`src/rtl/lcd_pkg.sv`:
```
// Shared command codes, FSM states and capture size for the LCD host sequencer.
package lcd_pkg;

  localparam int unsigned PIX_N = 64;

  typedef enum logic [2:0] {
    CMD_WRITE   = 3'd0,
    SHIFT_UP    = 3'd1,
    SHIFT_DOWN  = 3'd2,
    SHIFT_LEFT  = 3'd3,
    SHIFT_RIGHT = 3'd4,
    AVERAGE     = 3'd5,
    MIRROR_X    = 3'd6,
    MIRROR_Y    = 3'd7
  } cmd_e;

  typedef enum logic [2:0] {
    S_IDLE,
    S_WAIT,
    S_ISSUE,
    S_GAP,
    S_CAPTURE,
    S_FINISH
  } state_e;

endpackage

```
`src/rtl/lcd_host_seq_if.sv`:
```
// Command and IRB write-back signals between the host sequencer (master) and LCD controller (slave).
interface lcd_host_seq_if #(
  parameter int unsigned DATA_W = 8
);
  logic [2:0]        cmd;
  logic              cmd_valid;
  logic              busy;
  logic              IRB_RW;
  logic [5:0]        IRB_A;
  logic [DATA_W-1:0] IRB_D;
  logic              lcd_done;

  modport master (
    output cmd, cmd_valid,
    input  busy, IRB_RW, IRB_A, IRB_D, lcd_done
  );

  modport slave (
    input  cmd, cmd_valid,
    output busy, IRB_RW, IRB_A, IRB_D, lcd_done
  );
endinterface

```
`src/rtl/lcd_wb_capture.sv`:
```
// Write-back capture datapath: result buffer, checksum, byte count and address check.
// With LCD_HOST_TIMEOUT_EN defined, exposes a capture strobe for the watchdog.
module lcd_wb_capture #(
  parameter int unsigned PIX_N  = 64,
  parameter int unsigned DATA_W = 8
) (
  input  logic              clk,
  input  logic              reset_n,
  input  logic              clr_i,
  input  logic              en_i,
  input  logic              wr_n_i,
  input  logic [5:0]        addr_i,
  input  logic [DATA_W-1:0] data_i,
  input  logic [5:0]        rd_addr_i,
  output logic [DATA_W-1:0] rd_data_o,
  output logic [13:0]       checksum_o,
  output logic [6:0]        wr_count_o,
  output logic              err_addr_o
`ifdef LCD_HOST_TIMEOUT_EN
  , output logic            fire_o
`endif
);

  localparam logic [6:0] PIX_L = 7'(PIX_N);

  logic [DATA_W-1:0] mem_q [64];
  logic [13:0]       checksum_q, checksum_d;
  logic [6:0]        wr_count_q, wr_count_d;
  logic              err_addr_q, err_addr_d;
  logic              fire;

  // Writes beyond a full count are dropped: the controller parks IRB_RW low at address 63.
  assign fire = en_i && !wr_n_i && (wr_count_q < PIX_L);

  always_comb begin
    checksum_d = checksum_q;
    wr_count_d = wr_count_q;
    err_addr_d = err_addr_q;
    if (clr_i) begin
      checksum_d = '0;
      wr_count_d = '0;
      err_addr_d = 1'b0;
    end else if (fire) begin
      checksum_d = checksum_q + 14'(data_i);
      wr_count_d = wr_count_q + 7'd1;
      if (addr_i != wr_count_q[5:0]) err_addr_d = 1'b1;
    end
  end

  always_ff @(posedge clk or negedge reset_n) begin
    if (!reset_n) begin
      checksum_q <= '0;
      wr_count_q <= '0;
      err_addr_q <= 1'b0;
    end else begin
      checksum_q <= checksum_d;
      wr_count_q <= wr_count_d;
      err_addr_q <= err_addr_d;
    end
  end

  always_ff @(posedge clk) begin
    if (fire) mem_q[addr_i] <= data_i;
  end

  assign rd_data_o  = mem_q[rd_addr_i];
  assign checksum_o = checksum_q;
  assign wr_count_o = wr_count_q;
  assign err_addr_o = err_addr_q;
`ifdef LCD_HOST_TIMEOUT_EN
  assign fire_o     = fire;
`endif

endmodule

```
`src/rtl/lcd_host_seq.sv`:
```
// Host-side LCD command sequencer with IRB write-back capture.
// Optional LCD_HOST_TIMEOUT_EN adds a 12-bit watchdog and sticky timeout output.
module lcd_host_seq #(
  parameter int unsigned SCR_DEPTH = 16,
  parameter int unsigned SCR_AW    = 4,
  parameter int unsigned PIX_N     = lcd_pkg::PIX_N,
  parameter int unsigned DATA_W    = 8
) (
  input  logic              clk,
  input  logic              reset_n,
  input  logic              scr_we,
  input  logic [SCR_AW-1:0] scr_addr,
  input  logic [2:0]        scr_data,
  input  logic [SCR_AW:0]   scr_len,
  input  logic              start,
  lcd_host_seq_if.master    bus,
  input  logic [5:0]        rd_addr,
  output logic [DATA_W-1:0] rd_data,
  output logic              host_busy,
  output logic              host_done,
  output logic [13:0]       checksum,
  output logic [6:0]        wr_count,
  output logic              err_addr,
  output logic              early_wr
`ifdef LCD_HOST_TIMEOUT_EN
  , output logic            timeout
`endif
);

  import lcd_pkg::*;

  localparam logic [SCR_AW:0] DEPTH_L = (SCR_AW+1)'(SCR_DEPTH);
  localparam logic [6:0]      PIX_L   = 7'(PIX_N);

  state_e          state_q, state_d;
  logic [SCR_AW:0] ptr_q, ptr_d, len_q, len_d, ptr_nx;
  logic            host_busy_q, host_busy_d;
  logic            host_done_q, host_done_d;
  logic            early_wr_q, early_wr_d;
  logic [2:0]      scr_mem [SCR_DEPTH];
  logic [2:0]      issue_cmd;
  logic            clr, cap_en;

`ifdef LCD_HOST_TIMEOUT_EN
  logic [11:0]     wd_q;
  logic            timeout_q, timeout_d;
  logic            cap_fire;
`endif

  always_ff @(posedge clk) begin
    if (scr_we && state_q == S_IDLE) scr_mem[scr_addr] <= scr_data;
  end

  assign ptr_nx = ptr_q + (SCR_AW+1)'(1);
  assign cap_en = (state_q == S_CAPTURE);

  always_comb begin
    state_d       = state_q;
    ptr_d         = ptr_q;
    len_d         = len_q;
    host_busy_d   = host_busy_q;
    host_done_d   = host_done_q;
    early_wr_d    = early_wr_q;
    clr           = 1'b0;
    bus.cmd       = '0;
    bus.cmd_valid = 1'b0;
    issue_cmd     = CMD_WRITE;
    if (ptr_q < len_q) issue_cmd = scr_mem[ptr_q[SCR_AW-1:0]];

    case (state_q)
      S_IDLE: begin
        if (start) begin
          len_d       = (scr_len > DEPTH_L) ? DEPTH_L : scr_len;
          ptr_d       = '0;
          host_busy_d = 1'b1;
          host_done_d = 1'b0;
          early_wr_d  = 1'b0;
          clr         = 1'b1;
          state_d     = S_WAIT;
        end
      end
      S_WAIT: begin
        if (!bus.busy) state_d = S_ISSUE;
      end
      S_ISSUE: begin
        bus.cmd_valid = 1'b1;
        bus.cmd       = issue_cmd;
        if (ptr_q < len_q) ptr_d = ptr_nx;
        // A scripted write with entries still behind it ends the script early.
        if (issue_cmd == CMD_WRITE) begin
          if (ptr_q < len_q && ptr_nx < len_q) early_wr_d = 1'b1;
          state_d = S_CAPTURE;
        end else begin
          state_d = S_GAP;
        end
      end
      S_GAP:     state_d = S_WAIT;
      S_CAPTURE: begin
        if (bus.lcd_done && wr_count == PIX_L) state_d = S_FINISH;
      end
      S_FINISH: begin
        host_busy_d = 1'b0;
        host_done_d = 1'b1;
        state_d     = S_IDLE;
      end
      default: state_d = S_IDLE;
    endcase

`ifdef LCD_HOST_TIMEOUT_EN
    timeout_d = timeout_q;
    if (clr) timeout_d = 1'b0;
    if (wd_q == '1 && (state_q == S_WAIT || state_q == S_CAPTURE)) begin
      timeout_d = 1'b1;
      state_d   = S_FINISH;
    end
`endif
  end

  always_ff @(posedge clk or negedge reset_n) begin
    if (!reset_n) begin
      state_q     <= S_IDLE;
      ptr_q       <= '0;
      len_q       <= '0;
      host_busy_q <= 1'b0;
      host_done_q <= 1'b0;
      early_wr_q  <= 1'b0;
    end else begin
      state_q     <= state_d;
      ptr_q       <= ptr_d;
      len_q       <= len_d;
      host_busy_q <= host_busy_d;
      host_done_q <= host_done_d;
      early_wr_q  <= early_wr_d;
    end
  end

`ifdef LCD_HOST_TIMEOUT_EN
  always_ff @(posedge clk or negedge reset_n) begin
    if (!reset_n) begin
      wd_q      <= '0;
      timeout_q <= 1'b0;
    end else begin
      timeout_q <= timeout_d;
      if (state_d != state_q || cap_fire) wd_q <= '0;
      else if (wd_q != '1)                wd_q <= wd_q + 12'd1;
    end
  end

  assign timeout = timeout_q;
`endif

  lcd_wb_capture #(
    .PIX_N  (PIX_N),
    .DATA_W (DATA_W)
  ) u_capture (
    .clk        (clk),
    .reset_n    (reset_n),
    .clr_i      (clr),
    .en_i       (cap_en),
    .wr_n_i     (bus.IRB_RW),
    .addr_i     (bus.IRB_A),
    .data_i     (bus.IRB_D),
    .rd_addr_i  (rd_addr),
    .rd_data_o  (rd_data),
    .checksum_o (checksum),
    .wr_count_o (wr_count),
    .err_addr_o (err_addr)
`ifdef LCD_HOST_TIMEOUT_EN
    , .fire_o   (cap_fire)
`endif
  );

  assign host_busy = host_busy_q;
  assign host_done = host_done_q;
  assign early_wr  = early_wr_q;

endmodule

```
`src/flat_wrapper.sv`:
```
// flat-port wrapper written by rule: the top's interface ports become plain ports
module lcd_host_seq_flat import lcd_pkg::*;
#(
  parameter int unsigned SCR_DEPTH = 16,
  parameter int unsigned SCR_AW    = 4,
  parameter int unsigned PIX_N     = lcd_pkg::PIX_N,
  parameter int unsigned DATA_W    = 8
)
  (clk, reset_n, scr_we, scr_addr, scr_data, scr_len, start, rd_addr, rd_data, host_busy, host_done, checksum, wr_count, err_addr, early_wr, bus_cmd, bus_cmd_valid, bus_busy, bus_IRB_RW, bus_IRB_A, bus_IRB_D, bus_lcd_done);
  lcd_host_seq_if #(.DATA_W(DATA_W)) bus_i ();
  input  logic clk;
  input  logic reset_n;
  input  logic scr_we;
  input  logic [SCR_AW-1:0] scr_addr;
  input  logic [2:0] scr_data;
  input  logic [SCR_AW:0] scr_len;
  input  logic start;
  input  logic [5:0] rd_addr;
  output logic [DATA_W-1:0] rd_data;
  output logic host_busy;
  output logic host_done;
  output logic [13:0] checksum;
  output logic [6:0] wr_count;
  output logic err_addr;
  output logic early_wr;
  output wire logic [$bits(bus_i.cmd)-1:0] bus_cmd;
  output wire logic [$bits(bus_i.cmd_valid)-1:0] bus_cmd_valid;
  input wire logic [$bits(bus_i.busy)-1:0] bus_busy;
  input wire logic [$bits(bus_i.IRB_RW)-1:0] bus_IRB_RW;
  input wire logic [$bits(bus_i.IRB_A)-1:0] bus_IRB_A;
  input wire logic [$bits(bus_i.IRB_D)-1:0] bus_IRB_D;
  input wire logic [$bits(bus_i.lcd_done)-1:0] bus_lcd_done;
  assign bus_cmd = bus_i.cmd;
  assign bus_cmd_valid = bus_i.cmd_valid;
  assign bus_i.busy = bus_busy;
  assign bus_i.IRB_RW = bus_IRB_RW;
  assign bus_i.IRB_A = bus_IRB_A;
  assign bus_i.IRB_D = bus_IRB_D;
  assign bus_i.lcd_done = bus_lcd_done;
  lcd_host_seq #(.SCR_DEPTH(SCR_DEPTH), .SCR_AW(SCR_AW), .PIX_N(PIX_N), .DATA_W(DATA_W)) u_core (.clk(clk), .reset_n(reset_n), .scr_we(scr_we), .scr_addr(scr_addr), .scr_data(scr_data), .scr_len(scr_len), .start(start), .bus(bus_i), .rd_addr(rd_addr), .rd_data(rd_data), .host_busy(host_busy), .host_done(host_done), .checksum(checksum), .wr_count(wr_count), .err_addr(err_addr), .early_wr(early_wr));
endmodule
```
`config.mk`:
```
export PLATFORM = sky130hd
export DESIGN_NAME = lcd_host_seq_flat
export DESIGN_NICKNAME = d
export VERILOG_FILES = /design/src/rtl/lcd_pkg.sv /design/src/rtl/lcd_host_seq_if.sv /design/src/rtl/lcd_wb_capture.sv /design/src/rtl/lcd_host_seq.sv /design/src/flat_wrapper.sv
export SDC_FILE = /design/constraint.sdc
export NUM_CORES = 1
export LEC_CHECK = 0
export CORE_MARGIN = 2
export CORE_UTILIZATION = 35
export CTS_BUF_LIST = sky130_fd_sc_hd__clkbuf_4
export DETAILED_ROUTE_END_ITERATION = 7
export GPL_ROUTABILITY_DRIVEN = 0
export SLEW_MARGIN = 30
export SYNTH_ARGS = -nofsm -noshare
export SYNTH_HDL_FRONTEND = slang
export SYNTH_HIERARCHICAL = 1
export SYNTH_SLANG_ARGS = --single-unit
```
`constraint.sdc`:
```
create_clock -name clk -period 2.4 [get_ports clk]
set_input_delay 0.24 -clock clk [delete_from_list [all_inputs] [get_ports clk]]
set_output_delay 0.24 -clock clk [all_outputs]
set_load 0.05 [all_outputs]
```
After elaboration in Yosys (flattened, before gate mapping)
Memory sizes are Yosys's and may differ from the RTL's.
Index checks and enable logic that the tools add are counted.
{"block": "totals", "register_bits": 38, "mem_bits_rw": 560, "elab_cells": 81, "mem_count": 2}
{"block": "op_classes", "add_sub_neg": 3, "n_lt_le_gt_ge": 4, "n_eq_ne": 13, "n_mux": 32, "reduce_logical": 18}
{"memory": "u_core.u_capture.mem_q", "depth": 64, "word_bits": 8, "rd": 1, "rd_ports_with_merged_regs": 0, "write_ports": 1, "line": "lcd_wb_capture.sv:26", "source": "logic [DATA_W-1:0] mem_q [64];"}
{"memory": "u_core.scr_mem", "depth": 16, "word_bits": 3, "rd": 1, "rd_ports_with_merged_regs": 0, "write_ports": 1, "line": "lcd_host_seq.sv:40", "source": "logic [2:0] scr_mem [SCR_DEPTH];"}
{"op": "two-way mux 14 bit", "n": 2}
{"op": "two-way mux 3 bit", "n": 6}
{"op": "two-way mux 5 bit", "n": 3}
{"op": "one-hot mux 3 bit (5 select lines)", "n": 1}
{"op": "adder 14 x 8 -> 14 bit", "n": 1}
{"op": "two-way mux 1 bit", "n": 14}
{"op": "two-way mux 7 bit", "n": 2}
{"op": "less-than comparator 5 bit", "n": 2}
{"op": "one-hot mux 5 bit (2 select lines)", "n": 1}
{"op": "!= test 2 x 1 -> 1 bit (second input constant)", "n": 4}
{"op": "nonzero test 2 bit", "n": 4}
{"op": "adder 7 x 1 -> 7 bit (second input constant)", "n": 1}
{"op": "equality test 7 bit (second input constant)", "n": 1}
{"op": "less-than comparator 7 bit (second input constant)", "n": 1}
{"op": "equality test 3 x 2 -> 1 bit (second input constant)", "n": 2}
{"op": "equality test 3 bit (second input constant)", "n": 2}
{"op": "zero test 3 bit", "n": 2}
{"op": "!= test 6 bit", "n": 1}
{"op": "one-hot mux 1 bit (2 select lines)", "n": 3}
{"op": "AND reduction 2 bit", "n": 3}
{"op": "AND reduction 3 bit", "n": 2}
{"op": "adder 5 x 1 -> 5 bit (second input constant)", "n": 1}
{"op": "greater-than comparator 5 bit (second input constant)", "n": 1}
{"op": "logical AND 1 bit", "n": 5}
{"op": "4 further kinds", "n": 5}

Logic depth before layout (Yosys ltp)
{"block": "logic_depth", "depth_word": 6, "ltp_mapped": 9}

Hierarchy
The synthesis kept the hierarchy.
{"mod": "lcd_wb_capture", "n_inst": 1, "cells_each": 1074, "area_per_inst_um2": 21284.2, "seq_area_each_um2": 15925.3}
{"mod": "lcd_host_seq", "n_inst": 1, "cells_each": 234, "area_per_inst_um2": 3078.0, "seq_area_each_um2": 1841.8}

Least setup slack after synthesis
OpenSTA, ideal clock, no wires.
{"block": "synth_path", "path_kind": "register to output", "from": "reg u_core.state_q[2]", "to": "out bus_cmd[0]", "arrival_ns": 2.933, "t_required_ns": 2.160, "setup_slack_ns": -0.773, "path_stages_with_launch": 7, "path_cell_list": "dfrtp_1 > or3_1 > inv_1 > o21ai_0 > o41a_1 > clkbuf_1 > a211oi_1"}
{"block": "synth_between", "elab_chain_cells": 2}
{"element": "start: declaration", "line": "lcd_host_seq.sv:35", "source": "state_e state_q, state_d;"}
{"element": "start signal: assignment", "line": "lcd_host_seq.sv:128", "source": "state_q <= state_d;"}
{"element": "equality test 3 x 2 -> 1 bit", "line": "lcd_host_seq.sv:70", "source": "case (state_q)"}
{"element": "two-way mux 3 bit", "line": "lcd_host_seq.sv:70"}
{"element": "end: declaration", "line": "flat_wrapper.sv:26", "source": "output wire logic [$bits(bus_i.cmd)-1:0] bus_cmd;"}
No other way between the ends.

Worst setup path in the final report
{"block": "layout_path", "from": "mem u_core.u_capture.mem_q[31][2]", "to": "out rd_data[2]"}
{"block": "layout_between", "elab_chain_cells": 1}
{"element": "start: declaration", "line": "lcd_wb_capture.sv:26"}
{"element": "memory (64 x 8 bit)"}
{"element": "end: declaration", "line": "flat_wrapper.sv:19", "source": "output logic [DATA_W-1:0] rd_data;"}
No other way between the ends.

==> metrics.md <==
| Metric | Value |
|---|---|
| Io pins | `76` |
| Hold worst-path end | `u_core/state_q[0]` |
| Crit-path max cell delay | `approximately 0.54 ns` |
| CP cell instances | `mux4_2, mux2i_1, o22ai_1, or4_4, buf_8` |
| Endpoint class of the critical path | `output port` |
| Port bufs | `75` |
| Maximum vdd ir drop | `522 uV` |
| Longest Clk Path Bufs | `3` |
| Core Util, Final | `44.7%` |
| Final Hold Viols | `0` |
| Type of the worst min-delay path | `input port to register` |
| Vias | `around 14000` |
| Worst Hold Depth | `5` |
| Total congestion overflow | `0` |
| Mapped Area | `about 24000 sq um` |
| Reg-to-reg setup timing slack | `0.10 ns` |
| Drt total wl | `about 63000 microns` |
| Slowest cell on the critical path | `or4_4` |
| Worst setup SP type | `register` |
| Synth Flop Type | `edfxtp_1` |
| Period utilization | `135%` |
| Largest net degree at the start of global routing | `65` |
| DRC errors left | `0` |
| Share of layout cells above drive strength 1 | `39.3%` |
| Status | `finished with violations` |
| RSZ-0062 raised after global routing | `true` |
| Final WS setup | `-0.834 ns` |
| Reg-to-Reg End | `u_core/u_capture/mem_q[31][1]` |
| Worst slew pin tran | `roughly 0.75 ns` |
| Starting Density | `35.5%` |
| Drt initial violations | `1183` |
| Mapped Avg Cell Area | `approximately 19 sq um` |
| Post-synth top area share | `between 60% and 70%` |
| First-pass GRT wire length | `between 90000 and 100000 microns` |
| Clock Latency Late Sink | `about 0.95 ns` |
| Clock skew | `0.0514 ns` |
| Die height | `268 microns` |
| RR Startpoint | `u_core/state_q[0]` |
| Antenna violations before repair | `5` |
| Hold slack final | `0.125 ns` |
| Most common cell after layout, fill and taps aside | `edfxtp_1` |
| Row cnt | `96` |
| Synth area leaders | `edfxtp_1 (69%), mux4_2 (12%), dfrtp_1 (3.9%), nor2_1 (1.8%), mux2i_1 (1.5%)` |
| Synth cell types | `64` |
| Root buffer cell | `clkbuf_4` |
| Most frequent cells in the layout | `edfxtp_1 (560), clkbuf_4 (216), buf_4 (216)` |
| Failing checks | `setup timing` |
| Worst-path maximum fanout | `1` |
| CTS tree | `done` |
| Static Leak | `10.6 nW` |
| Final nets | `roughly 1800` |
| Vias in the first global route | `14700` |
| Worst slew margin relative to its limit | `49.8%` |
| CTS Sinks | `598` |
| Critical setup path kind | `register to output port` |
| Largest area contributor in the netlist | `edfxtp_1` |
| Detailed Place HPWL | `41700 microns` |
| Sequential share of the synthesized area | `72.9%` |
| Required time worst endpoint | `2.16 ns` |
| Final ANT Viol Nets | `0` |
| Yosys warnings | `6` |
| Fill count | `6118` |
| Max-Cap Viols | `0` |
| Final setup fails | `11` |
| Critical Path AT | `2.99 ns` |
| FMAX | `309 MHz` |
| Hold wc startpoint | `bus_lcd_done` |
| Min cycle time layout | `around 3.2 ns` |
| Syn_nets | `1366` |
| Register bit total from synthesis | `598` |
| Drt first pass iters | `5` |
| Cell family contributing the most delay on the critical path | `multiplexers` |
| Power per Cell Area | `between 800 and 900 nW/um^2` |
| Worst Reg-to-Reg Cells | `9` |
| Vias per cell | `a little over 5` |
| Num CTS Buffers | `156` |
| Die W | `268 microns` |
| Die Area | `71700 sq um` |
| CP bufs+invs | `1` |
| Synthesis-to-layout area growth | `25.9%` |
| Gate Count Post-Synth | `1308` |
| Final max-slew violation count | `0` |
| H-tree depth | `4` |
| Setup TNS | `-7.03 ns` |
| Routed WL per cell | `22.6 microns` |
| Clk slew on worst S/H paths | `0.06 ns` |
| Total track usage | `17.9%` |
| Async SR Flop Fraction | `~6.4%` |
| EDFF count, synth | `560` |
| Core area | `68700 sq um` |
## state kept, by name, summed over array words and instances, names as in the netlist, 3 cells and up
name                         flops
u_core/len_q                     5
u_core/u_capture/checksum_o     14
u_core/u_capture/wr_count_o      7
u_core/u_capture/mem_q         512
u_core/scr_mem                  48
u_core/state_q                   3
u_core/ptr_q                     5
## logic make-up after synthesis
group           Yosys count  synth area share, %
compound gates          137                 3.60
fa+ha+maj                19                 1.01
flops                   598                 72.9
simple gates            276                 5.49
mux                     181                 14.6
buf+inv                  77                 1.69
xor+xnor                 20                0.719
## worst reg2reg max path, stage by stage, from the launching register on
cell	delay, ns
dfrtp_1	0.38
buf_4	0.16
nor2_2	0.17
and2_4	0.19
nor3b_4	0.18
buf_6	0.17
nand4_1	0.11
buf_4	0.24
nor2_1	0.24
buf_4	0.19
## where the power goes
| part | switching, mW | total (mW) | internal, mW |
|---|---|---|---|
| combinational | 2.38 | 4.16 | 1.78 |
| sequential | 0.158 | 11.7 | 11.6 |
| clock | 4.17 | 8.92 | 4.74 |
| total | 6.71 | 24.8 | 18.1 |
## per-layer routing
| layer | global-route usage (%) | share of wire [%] | wire, microns | vias up |
|---|---|---|---|---|
| li1 | - | - | - | 6269 |
| met1 | 22.3 | 40 | 25300 | 7315 |
| met2 | 29.2 | 49 | 30800 | 505 |
| met3 | 5.90 | 8.4 | 5310 | 85 |
| met4 | 7.04 | 2.4 | 1490 | 6 |
| met5 | 0 | 0.070 | 44 | - |
## worst max path at each step
stage                                        from                             to  slack, ns  cells past startpoint
finish              u_core/u_capture/mem_q[31][2]                     rd_data[2]      -0.83                      5
global route        u_core/u_capture/mem_q[41][2]                     rd_data[2]      -0.93                      6
CTS                 u_core/u_capture/mem_q[43][1]                     rd_data[1]      -0.95                      6
detailed placement                     rd_addr[0]                     rd_data[3]      -0.49                      9
global placement                       rd_addr[0]                     rd_data[3]      -0.48                      9
floorplan                       u_core/state_q[0]  u_core/u_capture/mem_q[59][0]      -0.07                      6
## Yosys cell counts, types with 12 or more instances
cell type and instances:
nor3_1 17, ha_1 18, o21ai_0 24, buf_4 14
inv_1 15, o22ai_1 12, xor2_1 12, mux4_2 133
a21oi_1 37, a22oi_1 12, nand2_1 42, edfxtp_1 560
clkbuf_1 27, nor2_1 116, mux2i_1 36, dfrtp_1 38
nand3_1 21, buf_2 13, nand2b_1 17
## timing repair
action                     in CTS  in global routing
cloned                          1                  0
hold buffers                   19                  0
hold endpoints to repair      243                  0
setup endpoints to repair      37                453
buffers inserted               10                  0
pin swaps                      28                 12
gates resized for setup       112                 25
## area by class of cell
type | instances | area, sq um | share of cell area (%)
Clock buffer | 216 | 1620 | 5.29
Clock inverter | 54 | 399 | 1.30
Timing Repair Buffer | 330 | 2990 | 9.75
Multi-Input combinational cell | 633 | 6660 | 21.7
Tap cell | 931 | 1160 | 3.80
Sequential cell | 598 | 17800 | 57.9
Antenna cell | 3 | 7.51 | 0.0245
Inverter | 16 | 63.8 | 0.208
## through the flow
step                setup slack [ns]  total power [mW]  cells  instance area (sq um)
floorplan                    -0.0681              14.2   1308                  24400
global placement              -0.481              15.7   2482                  28000
detailed placement            -0.486              15.8   2482                  28000
CTS                           -0.946              25.1   2780                  30600
global route                  -0.927              25.9   2781                  30700
finish                        -0.834              24.8   2781                  30700
(Power assumes the default switching activity.)
